<file path="src/rtl/race_controller.sv">
// Race sequencer: IDLE -> SETTING -> COUNTDOWN -> RACING <-> PAUSE -> FINISH.
// Optional RACE_TIMEOUT_EN ends the race when the timer reaches MAX_TIME.
module race_controller #(
    parameter int SEC_DIV    = 100_000_000,
    parameter int COUNT_SECS = 3,
    parameter int TOTAL_LAPS = 3,
    parameter int MAX_TIME   = 999
) (
    input  logic       clk,
    input  logic       rst,
    input  logic       btn_start,
    input  logic       btn_pause,
    input  logic       lap_pulse,
    output logic [2:0] state,
    output logic [2:0] countdown,
    output logic [3:0] lap_count,
    output logic [9:0] race_time,
    output logic       go_pulse,
    output logic       done_pulse,
    output logic       timeout
);

    localparam int             PW         = (SEC_DIV > 1) ? $clog2(SEC_DIV) : 1;
    localparam logic [PW-1:0]  PRESC_LAST = PW'(SEC_DIV - 1);
    localparam logic [2:0]     CD_INIT    = 3'(COUNT_SECS);
    localparam logic [3:0]     LAPS_END   = 4'(TOTAL_LAPS);
    localparam logic [9:0]     TIME_MAX   = 10'(MAX_TIME);

    typedef enum logic [2:0] {
        ST_IDLE      = 3'd0,
        ST_SETTING   = 3'd1,
        ST_COUNTDOWN = 3'd3,
        ST_RACING    = 3'd4,
        ST_PAUSE     = 3'd5,
        ST_FINISH    = 3'd6
    } state_t;

    state_t          state_q,     state_d;
    logic [PW-1:0]   presc_q,     presc_d;
    logic [2:0]      countdown_q, countdown_d;
    logic [3:0]      lap_q,       lap_d;
    logic [9:0]      time_q,      time_d;
    logic            go_q,        go_d;
    logic            done_q,      done_d;
    logic            timeout_q,   timeout_d;

    logic            counting;
    logic            sec_tick;
    logic [3:0]      lap_inc;
    logic            lap_done;

    always_ff @(posedge clk or negedge rst) begin
        if (!rst) begin
            state_q     <= ST_IDLE;
            presc_q     <= '0;
            countdown_q <= '0;
            lap_q       <= '0;
            time_q      <= '0;
            go_q        <= 1'b0;
            done_q      <= 1'b0;
            timeout_q   <= 1'b0;
        end else begin
            state_q     <= state_d;
            presc_q     <= presc_d;
            countdown_q <= countdown_d;
            lap_q       <= lap_d;
            time_q      <= time_d;
            go_q        <= go_d;
            done_q      <= done_d;
            timeout_q   <= timeout_d;
        end
    end

    always_comb begin
        state_d     = state_q;
        presc_d     = presc_q;
        countdown_d = countdown_q;
        lap_d       = lap_q;
        time_d      = time_q;
        go_d        = 1'b0;
        done_d      = 1'b0;
`ifdef RACE_TIMEOUT_EN
        timeout_d   = timeout_q;
`else
        timeout_d   = 1'b0;
`endif

        counting = (state_q == ST_COUNTDOWN) || (state_q == ST_RACING);
        sec_tick = counting && (presc_q == PRESC_LAST);
        lap_inc  = lap_q + 4'd1;
        lap_done = (lap_inc == LAPS_END);

        // Prescaler only advances while a countdown or race is live.
        if (counting) begin
            presc_d = sec_tick ? '0 : presc_q + PW'(1);
        end

        case (state_q)
            ST_IDLE: begin
                if (btn_start) begin
                    state_d = ST_SETTING;
                end
            end
            ST_SETTING: begin
                if (btn_start) begin
                    state_d     = ST_COUNTDOWN;
                    countdown_d = CD_INIT;
                    presc_d     = '0;
                end
            end
            ST_COUNTDOWN: begin
                if (sec_tick) begin
                    countdown_d = countdown_q - 3'd1;
                    if (countdown_q == 3'd1) begin
                        state_d = ST_RACING;
                        presc_d = '0;
                        time_d  = '0;
                        lap_d   = '0;
                        go_d    = 1'b1;
                    end
                end
            end
            ST_RACING: begin
                if (sec_tick && (time_q < TIME_MAX)) begin
                    time_d = time_q + 10'd1;
                end
                if (lap_pulse) begin
                    lap_d = lap_inc;
                end
                // A finishing lap outranks the timer, which outranks pause.
                if (lap_pulse && lap_done) begin
                    state_d = ST_FINISH;
                    done_d  = 1'b1;
                end
`ifdef RACE_TIMEOUT_EN
                else if (sec_tick && (time_q < TIME_MAX) && ((time_q + 10'd1) == TIME_MAX)) begin
                    state_d   = ST_FINISH;
                    done_d    = 1'b1;
                    timeout_d = 1'b1;
                end
`endif
                else if (btn_pause) begin
                    state_d = ST_PAUSE;
                end
            end
            ST_PAUSE: begin
                if (btn_pause) begin
                    state_d = ST_RACING;
                end
            end
            ST_FINISH: begin
                if (btn_start) begin
                    state_d     = ST_IDLE;
                    time_d      = '0;
                    lap_d       = '0;
                    countdown_d = '0;
                    timeout_d   = 1'b0;
                end
            end
            default: begin
                state_d = ST_IDLE;
            end
        endcase
    end

    assign state      = state_q;
    assign countdown  = countdown_q;
    assign lap_count  = lap_q;
    assign race_time  = time_q;
    assign go_pulse   = go_q;
    assign done_pulse = done_q;
    assign timeout    = timeout_q;

endmodule

</file>
<file path="config.mk">
export PLATFORM = sky130hd
export DESIGN_NAME = race_controller
export DESIGN_NICKNAME = d
export VERILOG_FILES = /design/src/rtl/race_controller.sv
export SDC_FILE = /design/constraint.sdc
export NUM_CORES = 1
export LEC_CHECK = 0
export ABC_AREA = 1
export BUFFER_PORTS_ARGS = -buffer_cell sky130_fd_sc_hd__buf_2
export CAP_MARGIN = 20
export CELL_PAD_IN_SITES_DETAIL_PLACEMENT = 1
export CELL_PAD_IN_SITES_GLOBAL_PLACEMENT = 1
export CORE_ASPECT_RATIO = 1.25
export CORE_MARGIN = 2
export CORE_UTILIZATION = 43
export CTS_CLUSTER_DIAMETER = 60
export DETAILED_ROUTE_END_ITERATION = 8
export PLACE_DENSITY = 0.9
export SETUP_SLACK_MARGIN = 0.05
export SLEW_MARGIN = 20
export SYNTH_ARGS = -nofsm -noshare
export SYNTH_HDL_FRONTEND = slang
export SYNTH_SLANG_ARGS = --single-unit
</file>
<file path="constraint.sdc">
create_clock -name clk -period 1.9 [get_ports clk]
set_input_delay 0 -clock clk [delete_from_list [all_inputs] [get_ports clk]]
set_output_delay 0 -clock clk [all_outputs]
set_load 0.01 [all_outputs]
</file>
# Yosys cells after proc, flatten, opt, wreduce, memory -nomap -nowiden
# Index checks and enable logic that the tools add are counted.
# totals
ff_bits,49
# classes
add_sub_neg,4
order_cmp,1
n_eq_ne,17
muxes,32
reduce_logical,11
# op_table
cell,n
$mux 27,5
$pmux 27 s2,1
$mux 10,4
$pmux 10 s3,1
$add 27x1->27 const B,1
$eq 27x27->1 const B,1
$mux 3,9
$pmux 3 s6,1
$mux 4,4
$ne 2x2->1 const B,6
$pmux 4 s3,1
$add 10x1->10 const B,1
$lt 10x10->1 const B,1
$reduce_and 5->1,2
$eq 3x3->1 const B,3
$pmux 3 s3,1
$reduce_and 7->1,1
$eq 3x1->1 const B,2
$reduce_bool 3->1,2
$mux 1,5
$add 4x1->4 const B,1
$eq 4x2->1 const B,1
$ne 2x1->1 const B,2
$reduce_and 4->1,1
6 further kinds,8

# Depth between registers and ports, before layout
# Gate-level depths: netlist of the first run.
# logic_depth
word_depth,8
ltp_mapped,11
mapped_depth_nobuf,11

# Least setup slack after synthesis of the first run
# OpenSTA, ideal clock, no wires.
# synth_path
path_type,register to register
from,register lap_q[0] (netlist: lap_count[0])
to,register state_q[1] (netlist: state[1])
setup_time_ps,118
arrival_ps,1498
slack_ps,285
path_stages_with_launch,9
period_less_slack_ps,1615
path_cell_list,dfrtp_1 -> ha_1 -> xor2_1 -> nor2_1 -> nand3b_1 -> a21oi_1 -> nand2_1 -> nand2_1 -> nand2_1
# synth_between
elab_chain_cells,5
elab_cells_between_ends,7
cone_classes,add/sub: 1; eq/ne: 2; mux: 2; reduce/logical: 2
# synth_lines
item,line,rtl
from (decl),41,"logic [3:0] lap_q, lap_d;"
from (signal assigned),66,lap_q <= lap_d;
$add 4x1->4 (*),90,lap_inc = lap_q + 4'd1;
$eq 4x2->1 (*),91,lap_done = (lap_inc == LAPS_END);
$logic_and 1x1->1 (*),131,if (lap_pulse && lap_done) begin
$ne 3x2->1 (no source line) or $mux 3 (tied branches),--,
$reduce_and 7->1 (no source line) or $pmux 3 s6 (tied branches),--,
to (signal assigned),63,state_q <= state_d;
to (decl),38,"state_t state_q, state_d;"
# Mark *: on every way between the ends. The rest lies on a longest branch, timed or not.
# A chain may end at the register's enable or synchronous reset.

# Worst setup path after layout of the first run
# layout_path
from,register lap_q[1] (netlist: lap_count[1])
to,register state_q[1] (netlist: state[1])
# The elaborated chain is that of the path after synthesis.

==> impl_metrics.env, run 1 <==
export IMPL_status="finished clean"
export IMPL_die_h_um=97.6
export IMPL_area_growth_pct=17.0
export IMPL_wl_met2_mm=4.82
export IMPL_regArea_um2=1230
export IMPL_endpoint="state[1]"
export IMPL_final_util_pct=51.2
export IMPL_cp_required_ps=2150
export IMPL_grt_pass1_vias=3062
export IMPL_synth_edf_count=0
export IMPL_rows=34
export IMPL_hp_class="primary input to async pin"
export IMPL_startpoint="lap_count[1]"
export IMPL_setup_violations=0
export IMPL_met3_length_um=248
export IMPL_syn_area_um2=3020
export IMPL_r2r_end="state[1]"
export IMPL_ys_seq_area_share_pct=40.7
export IMPL_drc=0
export IMPL_period_needed_ps=1800
export IMPL_p_leak_uw=0.00175
export IMPL_coreArea_um2=6890
export IMPL_gp_congestion=0.855
export IMPL_worst_r2r_cell_count=8
export IMPL_fin_crit_sh_pct=95.0
export IMPL_cts_root_buf="clkbuf_8"
export IMPL_synthTopCellsByArea="dfrtp_1 41%, nand2_1 15%, nor2_1 9.6%"
export IMPL_synthFlopType="dfrtp_1"
export IMPL_drv_slew=0
export IMPL_ir_worst_vdd_mv=0.924
export IMPL_syn_nets=426
export IMPL_antenna_found_initial=0
export IMPL_async_reset_ff_share_pct=100
export IMPL_drtIter0Drc=80
export IMPL_synth_top_area_cell="dfrtp_1"
export IMPL_clock_sinks=49
export IMPL_cts_tree="done"
export IMPL_clock_skew_ps=5.83
export IMPL_grt_max_degree=25
export IMPL_endpoint_kind="flip-flop"
export IMPL_syn_avg_cell_area_um2=7.27
export IMPL_grt_use_total_pct=23.6
export IMPL_arrival_ps=2050
export IMPL_cp_start_kind="flip-flop"
export IMPL_crit_fanout=5
export IMPL_criticalPathCategory="flip-flop to flip-flop"
export IMPL_dp_hpwl_mm=6.26
export IMPL_drt_vias_per_instance=5.30
export IMPL_finalWirelength_mm=8.82
export IMPL_yosysUniqueCellTypes=33
export IMPL_nNetsFinal=473
export IMPL_io_pins=28
export IMPL_drive_above_1_share_pct=19.0
export IMPL_max_freq_mhz=554
export IMPL_postPlaceCellArea_um2=3280
export IMPL_worstReg2RegStart="lap_count[1]"
export IMPL_pwr_density_cell_nw_per_um2=912
export IMPL_netlist_instances=415
export IMPL_grt_pass1_wl_mm=14.4
export IMPL_p_total_uw=3220
export IMPL_gr_total_overflow=0
export IMPL_antenna_cells=0
export IMPL_dr_total_vias=2925
export IMPL_wl_per_cell_um=16.0
export IMPL_multi_input_area_um2=1680
export IMPL_die_width_um=78.9
export IMPL_yosys_warnings=0
export IMPL_clkLatencyLatePin_ps=310
export IMPL_routed_top_layer="met4"
export IMPL_cts_buffers=5
export IMPL_hold_viol=0
export IMPL_htreeDepth=2
export IMPL_cts_max_path_buffers=2
export IMPL_port_buffers=26
export IMPL_drt_met1_wl_mm=3.59
export IMPL_postLayoutCellArea_um2=3530
export IMPL_clkSlewWorstSetupHoldPaths_ps=90
export IMPL_dieArea_um2=7700
export IMPL_cap_violations=0
export IMPL_n_fill_cell=905
export IMPL_initial_core_util_pct=43.8
export IMPL_r2r_slack_ps=100
export IMPL_synth_seq_cells=49
export IMPL_drt_pass1_iterations=4
export IMPL_postRouteAntennaNets=0
export IMPL_rsz0062_at_grt="true"
export IMPL_synth_top_area_share_pct=40.7
export IMPL_finalSetupTns_ps=0
how the worst min path moves through the flow:
stage	from	endpoint	slack, ps	depth (start not counted)
floorplan	rst	countdown[0]	-300	0
global placement	rst	presc_q[21]	-120	1
detailed placement	rst	presc_q[21]	-120	1
CTS	rst	presc_q[25]	80	2
global route	rst	presc_q[24]	90	2
finish	rst	presc_q[25]	80	2
critical path, cell delays in order (launching register included):
cell and delay [ps]:
dfrtp_1 440, ha_2 200, xor2_1 180, nor2_2 220
nand3b_1 130, a21oi_2 270, buf_4 150, nand3_1 70
nand2_1 80
final cells by class:
type | instances | area share (%)
flip-flops and latches | 49 | 34.9
multi-input cells | 324 | 47.6
repair buffers | 47 | 8.23
well taps | 90 | 3.19
clock buffers | 7 | 2.45
inverters | 35 | 3.72
registers in the layout (all words and copies together), names as in the netlist:
name	flops
presc_q	27
race_time	10
lap_count	4
countdown	3
state	3
done_pulse	1
go_pulse	1
synth_stat cells, drive strengths merged, types with 5 or more instances:
cell / n
a21oi: 6
buf: 5
dfrtp: 49
ha: 6
inv: 35
nand2: 131
nand3: 38
nand4: 9
nor2: 81
nor3: 16
o21ai: 6
xnor2: 7
xor2: 13
power by group:
part | switching (uW) | total (uW) | internal [uW]
Combinational | 793 | 1250 | 456
Sequential | 154 | 1310 | 1160
Clock | 367 | 657 | 290
layer usage:
layer,global-route usage [%],up-vias
li1,-,1397
met1,27.2,1466
met2,43.4,47
met3,3.81,15
met4,7.96,0
met5,0,-
kinds of logic after synthesis:
| kind of cell | after synthesis | share of synthesized area, % |
|---|---|---|
| flip-flops | 49 | 40.7 |
| AO/OA/AOI/OAI | 13 | 2.74 |
| adder cells (fa/ha/maj) | 6 | 2.49 |
| AND/OR/NAND/NOR | 284 | 42.1 |
| other | 1 | 0.124 |
| buffers and inverters | 42 | 6.10 |
| XOR/XNOR | 20 | 5.81 |
timing repair:
| action | 4_1_cts | 5_1_grt |
|---|---|---|
| setup buffers | 0 | 10 |
| setup endpoints to repair | 7 | 34 |
| hold buffers | 1 | 0 |
| endpoints found under the hold margin | 49 | 0 |
| gates resized for setup | 3 | 19 |
| pin swaps | 0 | 6 |
stage by stage:
step	hold WS (ps)	instances	setup slack (ps)
final	76.9	552	95.4
after global routing	90.5	552	-28.9
after CTS	82.6	542	54.3
after detailed placement	-117	534	-5.33
after global placement	-122	534	79.8
after floorplan	-296	415	285
placed cells by master, fill, tap and decap left out, types with 2 or more instances in the layout:
master	count
nand2_1	121
nor2_1	72
dfrtp_1	46
nand3_1	36
inv_1	33
buf_2	26
buf_4	20
nor3_1	13
xor2_1	13
nand2_2	7
nand4_1	7
xnor2_1	7
nor2_2	6
clkbuf_8	6
a21oi_1	5
o21ai_0	4
ha_1	4
nand2_4	3
nor3b_1	3
dfrtp_2	3
inv_2	2
nor3_2	2
nor2_4	2
nand4_2	2
or2_1	2
nand3b_1	2
Power figures use the tool's default switching activity.
==> run 2: changes to the inputs <==
--- a/config.mk
+++ b/config.mk
@@ -10,7 +10,7 @@
 export CAP_MARGIN = 20
 export CELL_PAD_IN_SITES_DETAIL_PLACEMENT = 1
 export CELL_PAD_IN_SITES_GLOBAL_PLACEMENT = 1
-export CORE_ASPECT_RATIO = 1.25
+export CORE_ASPECT_RATIO = 0.5
 export CORE_MARGIN = 2
 export CORE_UTILIZATION = 43
 export CTS_CLUSTER_DIAMETER = 60
==> run 2 against run 1 <==
  * The flow now finishes with violations (setup timing)
  * Count of clock-buffer cells in the layout is 2 lower
  * First-iteration DRC count is 120% higher
  * Clock skew is 1.2 ps lower
==> impl_metrics.env, run 2 (synthesized netlist as in run 1, its figures left out) <==
export IMPL_clkLatencyLatePin_ps=300
export IMPL_clock_skew_ps=4.62
export IMPL_drt_vias_per_instance=5.31
export IMPL_netSwitchingPower_uw=1390
export IMPL_drive_above_1_share_pct=17.8
export IMPL_pwr_density_cell_nw_per_um2=970
export IMPL_p_seq_share_pct=37.6
export IMPL_worst_pin_slew_ps=559
export IMPL_hold_depth=5
export IMPL_largest_register_ffs=27
export IMPL_rows=21
export IMPL_drtIter0Drc=176
export IMPL_layout_commonest_cell="nand2_1"
export IMPL_final_util_pct=53.1
export IMPL_internal_power_uw=2070
export IMPL_fin_crit_sh_pct=100
export IMPL_clock_sinks=49
export IMPL_grt_use_total_pct=23.6
export IMPL_arrival_ps=2130
export IMPL_cp_required_ps=2130
export IMPL_htreeDepth=2
export IMPL_cts_root_buf="clkbuf_16"
export IMPL_relSlewSlack_pct=62.8
export IMPL_final_cell_mix="121 x nand2_1, 74 x nor2_1, 48 x dfrtp_1"
export IMPL_hp_class="primary input to flip-flop"
export IMPL_combPwrFrac_pct=37.8
export IMPL_finalSetupTns_ps=-1.93
export IMPL_worstReg2RegStart="presc_q[0]"
export IMPL_worst_slack_ps=-1.93
export IMPL_grt_max_degree=24
export IMPL_clkPwrFrac_pct=24.7
export IMPL_drt_pass1_iterations=4
export IMPL_antenna_cells=0
export IMPL_cap_violations=0
export IMPL_endpoint_kind="flip-flop"
export IMPL_startpoint="presc_q[0]"
export IMPL_criticalPathCategory="flip-flop to flip-flop"
export IMPL_hold_viol=0
export IMPL_switching_share_pct=40.1
export IMPL_violations="setup timing"
export IMPL_dr_total_vias=2939
export IMPL_die_h_um=63.2
export IMPL_n_fill_cell=897
export IMPL_dieArea_um2=7740
export IMPL_initial_core_util_pct=44.8
export IMPL_holdPathEnd="done_pulse"
export IMPL_grt_pass1_vias=3002
export IMPL_p_leak_uw=0.00177
export IMPL_grt_pass1_wl_mm=14.2
export IMPL_status="finished, violations left"
export IMPL_cts_buffers=5
export IMPL_hp_start="lap_pulse"
export IMPL_crit_fanout=7
export IMPL_worst_r2r_cell_count=10
export IMPL_postPlaceCellArea_um2=3300
export IMPL_drc=0
export IMPL_wl_per_cell_um=16.7
export IMPL_clkSlewWorstSetupHoldPaths_ps=60
export IMPL_port_buffers=26
export IMPL_ir_worst_vdd_mv=0.405
export IMPL_area_growth_pct=18.4
export IMPL_top_register="presc_q"
export IMPL_max_freq_mhz=526
export IMPL_gp_congestion=0.822
export IMPL_coreArea_um2=6730
export IMPL_r2r_slack_ps=-2
export IMPL_gr_total_overflow=0
export IMPL_period_needed_ps=1900
export IMPL_io_pins=28
export IMPL_drv_slew=0
export IMPL_postLayoutCellArea_um2=3570
export IMPL_die_width_um=122
export IMPL_dp_hpwl_mm=6.17
export IMPL_setup_violations=1
export IMPL_finalWirelength_mm=9.23
export IMPL_r2r_end="race_time[4]"
export IMPL_cp_start_kind="flip-flop"
export IMPL_rsz0062_at_grt="true"
export IMPL_antenna_found_initial=0
export IMPL_nNetsFinal=473
export IMPL_postRouteAntennaNets=0
export IMPL_cts_tree="done"
export IMPL_cts_max_path_buffers=2
## run 2: metrics by stage
| stage | total power (uW) | setup slack, ps | hold WS (ps) | cells |
|---|---|---|---|---|
| after floorplan | 2040 | 285 | -296 | 415 |
| after global placement | 2370 | 155 | 11.3 | 537 |
| after detailed placement | 2440 | 41.3 | 4.83 | 537 |
| after CTS | 3320 | 55.0 | 146 | 544 |
| after global routing | 3660 | -103 | 195 | 553 |
| final | 3460 | -1.93 | 174 | 553 |
## run 2: timing repair
item / CTS / global route
hold buffers: 1 / 0
setup buffers: 0 / 9
hold endpoints to repair: 21 / 0
pin swaps: 0 / 7
gates resized for setup: 3 / 13
setup endpoints to repair: 11 / 31
## run 2: how the worst max path moves through the flow
stage               slack (ps)  depth (start not counted)      endpoint
detailed placement          40                         10  race_time[5]
global route              -100                         10  race_time[4]
global placement           150                          8      state[1]
floorplan                  280                          8      state[1]
CTS                         50                         10  race_time[0]
finish                      -2                         10  race_time[4]
## run 2: final cells by class
class / instances / area, um^2 / share of cell area (%)
multi-input combinational: 324 / 1660 / 46.5
sequential: 49 / 1230 / 34.4
timing repair buffer: 47 / 307 / 8.58
inverter: 35 / 131 / 3.68
clock buffer: 5 / 125 / 3.50
tap: 92 / 115 / 3.22
clock inverter: 1 / 5.00 / 0.140
## run 2: routing by layer
layer / global-route usage (%) / wire, um / vias up
met5: 0 / 0 / -
met4: 8.33 / 203 / 0
met3: 5.71 / 321 / 23
met2: 40.5 / 4740 / 57
met1: 28.9 / 3970 / 1457
li1: - / - / 1402
## run 2: critical path: stages, from the launching register on
cell and delay (ps):
dfrtp_1 410, ha_2 230, nand2_1 60, nor2_1 140, nand2_2 130, nor2_8 180
nand3_1 140, nand2_2 170, buf_4 140, nand3_1 110, nand2_1 120
## run 2: power by group through the flow
stage               sequential, uW  clock (uW)  combinational [uW]
floorplan                     1330           0                 707
global placement              1300           0                1070
detailed placement            1310           0                1130
CTS                           1290         880                1150
global route                  1320         921                1430
finish                        1300         854                1310
==> run 3: changes to the inputs <==
--- a/config.mk
+++ b/config.mk
@@ -12,10 +12,10 @@
 export CELL_PAD_IN_SITES_GLOBAL_PLACEMENT = 1
 export CORE_ASPECT_RATIO = 0.5
 export CORE_MARGIN = 2
-export CORE_UTILIZATION = 43
+export CORE_UTILIZATION = 47
 export CTS_CLUSTER_DIAMETER = 60
 export DETAILED_ROUTE_END_ITERATION = 8
-export PLACE_DENSITY = 0.9
+export PLACE_DENSITY = 0.95
 export SETUP_SLACK_MARGIN = 0.05
 export SLEW_MARGIN = 20
 export SYNTH_ARGS = -nofsm -noshare
==> constraint.sdc (replaced) <==
create_clock -name clk -period 2.2 [get_ports clk]
set_input_delay 0 -clock clk [delete_from_list [all_inputs] [get_ports clk]]
set_output_delay 0 -clock clk [all_outputs]
set_load 0.01 [all_outputs]
==> run 3 against run 2 <==
  * The run now ends clean
  * Cell count decreased by 3.1%
  * Global-route usage is 4.5 points higher
  * Flip-flop and latch count did not move
  * Via count decreased by 0.68%
  * Count of clock-buffer cells in the layout grew 1
  * Worst hold slack worse by 24 ps
  * Clock skew shrank 1.4 ps
  * Largest power group is now registers
==> impl_metrics.env, run 3 (synthesized netlist as in run 1, its figures left out) <==
export IMPL_clock_sinks=49
export IMPL_gp_congestion=0.871
export IMPL_cts_tree="done"
export IMPL_gr_total_overflow=0
export IMPL_clkLatencyLatePin_ps=300
export IMPL_final_cells=536
export IMPL_drt_vias_per_instance=5.45
export IMPL_dieArea_um2=7110
export IMPL_p_seq_share_pct=37.8
export IMPL_grt_use_total_pct=28.0
export IMPL_netSwitchingPower_uw=1180
export IMPL_final_util_pct=55.9
export IMPL_layout_commonest_cell="nand2_1"
export IMPL_ir_worst_vdd_mv=0.364
export IMPL_n_fill_cell=791
export IMPL_die_h_um=60.6
export IMPL_cts_root_buf="clkbuf_16"
export IMPL_rows=20
export IMPL_finalWirelength_mm=9.15
export IMPL_multi_input_area_um2=1610
export IMPL_initial_core_util_pct=49.2
export IMPL_postRouteAntennaNets=0
export IMPL_cap_violations=0
export IMPL_internal_power_uw=1850
export IMPL_coreArea_um2=6130
export IMPL_cts_buffers=5
export IMPL_io_pins=28
export IMPL_antenna_found_initial=0
export IMPL_final_cell_mix="124 x nand2_1, 76 x nor2_1, 49 x dfrtp_1"
export IMPL_largest_register_ffs=27
export IMPL_area_growth_pct=13.7
export IMPL_pwr_density_cell_nw_per_um2=884
export IMPL_cts_max_path_buffers=2
export IMPL_setup_violations=0
export IMPL_fin_crit_sh_pct=91.4
export IMPL_dr_total_vias=2919
export IMPL_rsz0062_at_grt="false"
export IMPL_regArea_um2=1230
export IMPL_grt_pass1_vias=3036
export IMPL_crit_fanout=16
export IMPL_drtIter0Drc=152
export IMPL_grt_pass1_wl_mm=15.0
export IMPL_cp_start_kind="flip-flop"
export IMPL_clock_skew_ps=3.22
export IMPL_criticalPathCategory="flip-flop to flip-flop"
export IMPL_dp_hpwl_mm=6.46
export IMPL_port_buffers=26
export IMPL_hp_class="primary input to flip-flop"
export IMPL_nNetsFinal=458
export IMPL_switching_share_pct=38.9
export IMPL_htreeDepth=2
export IMPL_drv_slew=0
export IMPL_arrival_ps=2200
export IMPL_combPwrFrac_pct=31.7
export IMPL_finalSetupTns_ps=0
export IMPL_grt_max_degree=50
export IMPL_status="finished clean"
export IMPL_antenna_cells=0
export IMPL_drive_above_1_share_pct=13.2
export IMPL_cp_required_ps=2390
export IMPL_die_width_um=117
export IMPL_relSlewSlack_pct=57.0
export IMPL_drt_pass1_iterations=4
export IMPL_endpoint_kind="flip-flop"
export IMPL_period_needed_ps=2010
export IMPL_clkPwrFrac_pct=30.6
export IMPL_cts_setup_buffers=0
export IMPL_drc=0
export IMPL_max_freq_mhz=497
export IMPL_hold_viol=0
export IMPL_place_inst=527
export IMPL_top_register="presc_q"
export IMPL_wl_per_cell_um=17.1
export IMPL_p_leak_uw=0.00170
export IMPL_clkSlewWorstSetupHoldPaths_ps=70
export IMPL_worst_pin_slew_ps=646
[run 3: cell types whose count changed in the layout (fill, tap and decap cells not counted), moves of 2 or more]
cell     before  now
nand3_1      35   37
nor2_1       74   76
buf_4        18    5
nand2_2       7    5
nor2_4        3    1
nand3_2       3    1
nand2_1     121  124
[run 3: what timing repair did]
action,in CTS,in global routing
hold buffers,1,0
hold endpoints to repair,49,0
resized for setup,0,1
setup endpoints to repair,0,1
[run 3: metal layers]
layer	part of all wire (%)	track usage, %	vias up
li1	-	-	1377
met5	0	0	-
met1	44	35.7	1453
met2	49	48.1	64
met4	3.1	11.1	0
met3	3.5	5.79	25
[run 3: worst paths after layout]
check                               endpoint  slack, ps  cells past startpoint    startpoint
worst max-delay path            race_time[7]        190                     10    presc_q[0]
worst min-delay path              done_pulse        150                      5     lap_pulse
worst max register to register  race_time[7]        190                     10    presc_q[0]
worst min register to register  countdown[1]        530                      2  countdown[1]
max in group asynchronous        presc_q[18]       1350                      3           rst
min in group asynchronous       race_time[6]        400                      3           rst
[run 3: stage by stage]
step	power (uW)	worst slack (ps)	instance area, um^2	hold WS [ps]
3_5_place_dp	2060	215	3240	165
3_3_place_gp	1990	393	3240	138
4_1_cts	3030	187	3430	155
2_1_floorplan	1760	585	3020	-296
5_1_grt	3190	67.1	3430	184
6_report	3030	190	3430	149
[run 3: layout make-up]
cell class	instances	area share, %
clock inverter	2	1.09
timing repair buffer	32	5.18
tap	88	3.21
clock buffer	6	4.05
sequential	49	35.8
multi-input combinational	324	46.9
inverter	35	3.83
[run 3: worst max-delay path: stages, from the launching register on]
cell and delay, ps:
dfrtp_1 400, ha_1 240, nand2_1 100, nor2_1 130
nand2_2 120, nor2_8 200, nand4_2 160, nand2_4 190
nand2_2 180, nand2_1 110, nand2_1 60
[run 3: power by group through the flow]
stage	Combinational (uW)	Clock [uW]	Sequential (uW)
after global routing	1060	976	1160
after detailed placement	912	0	1150
after global placement	847	0	1140
after floorplan	611	0	1150
after CTS	962	929	1140
final	959	926	1140
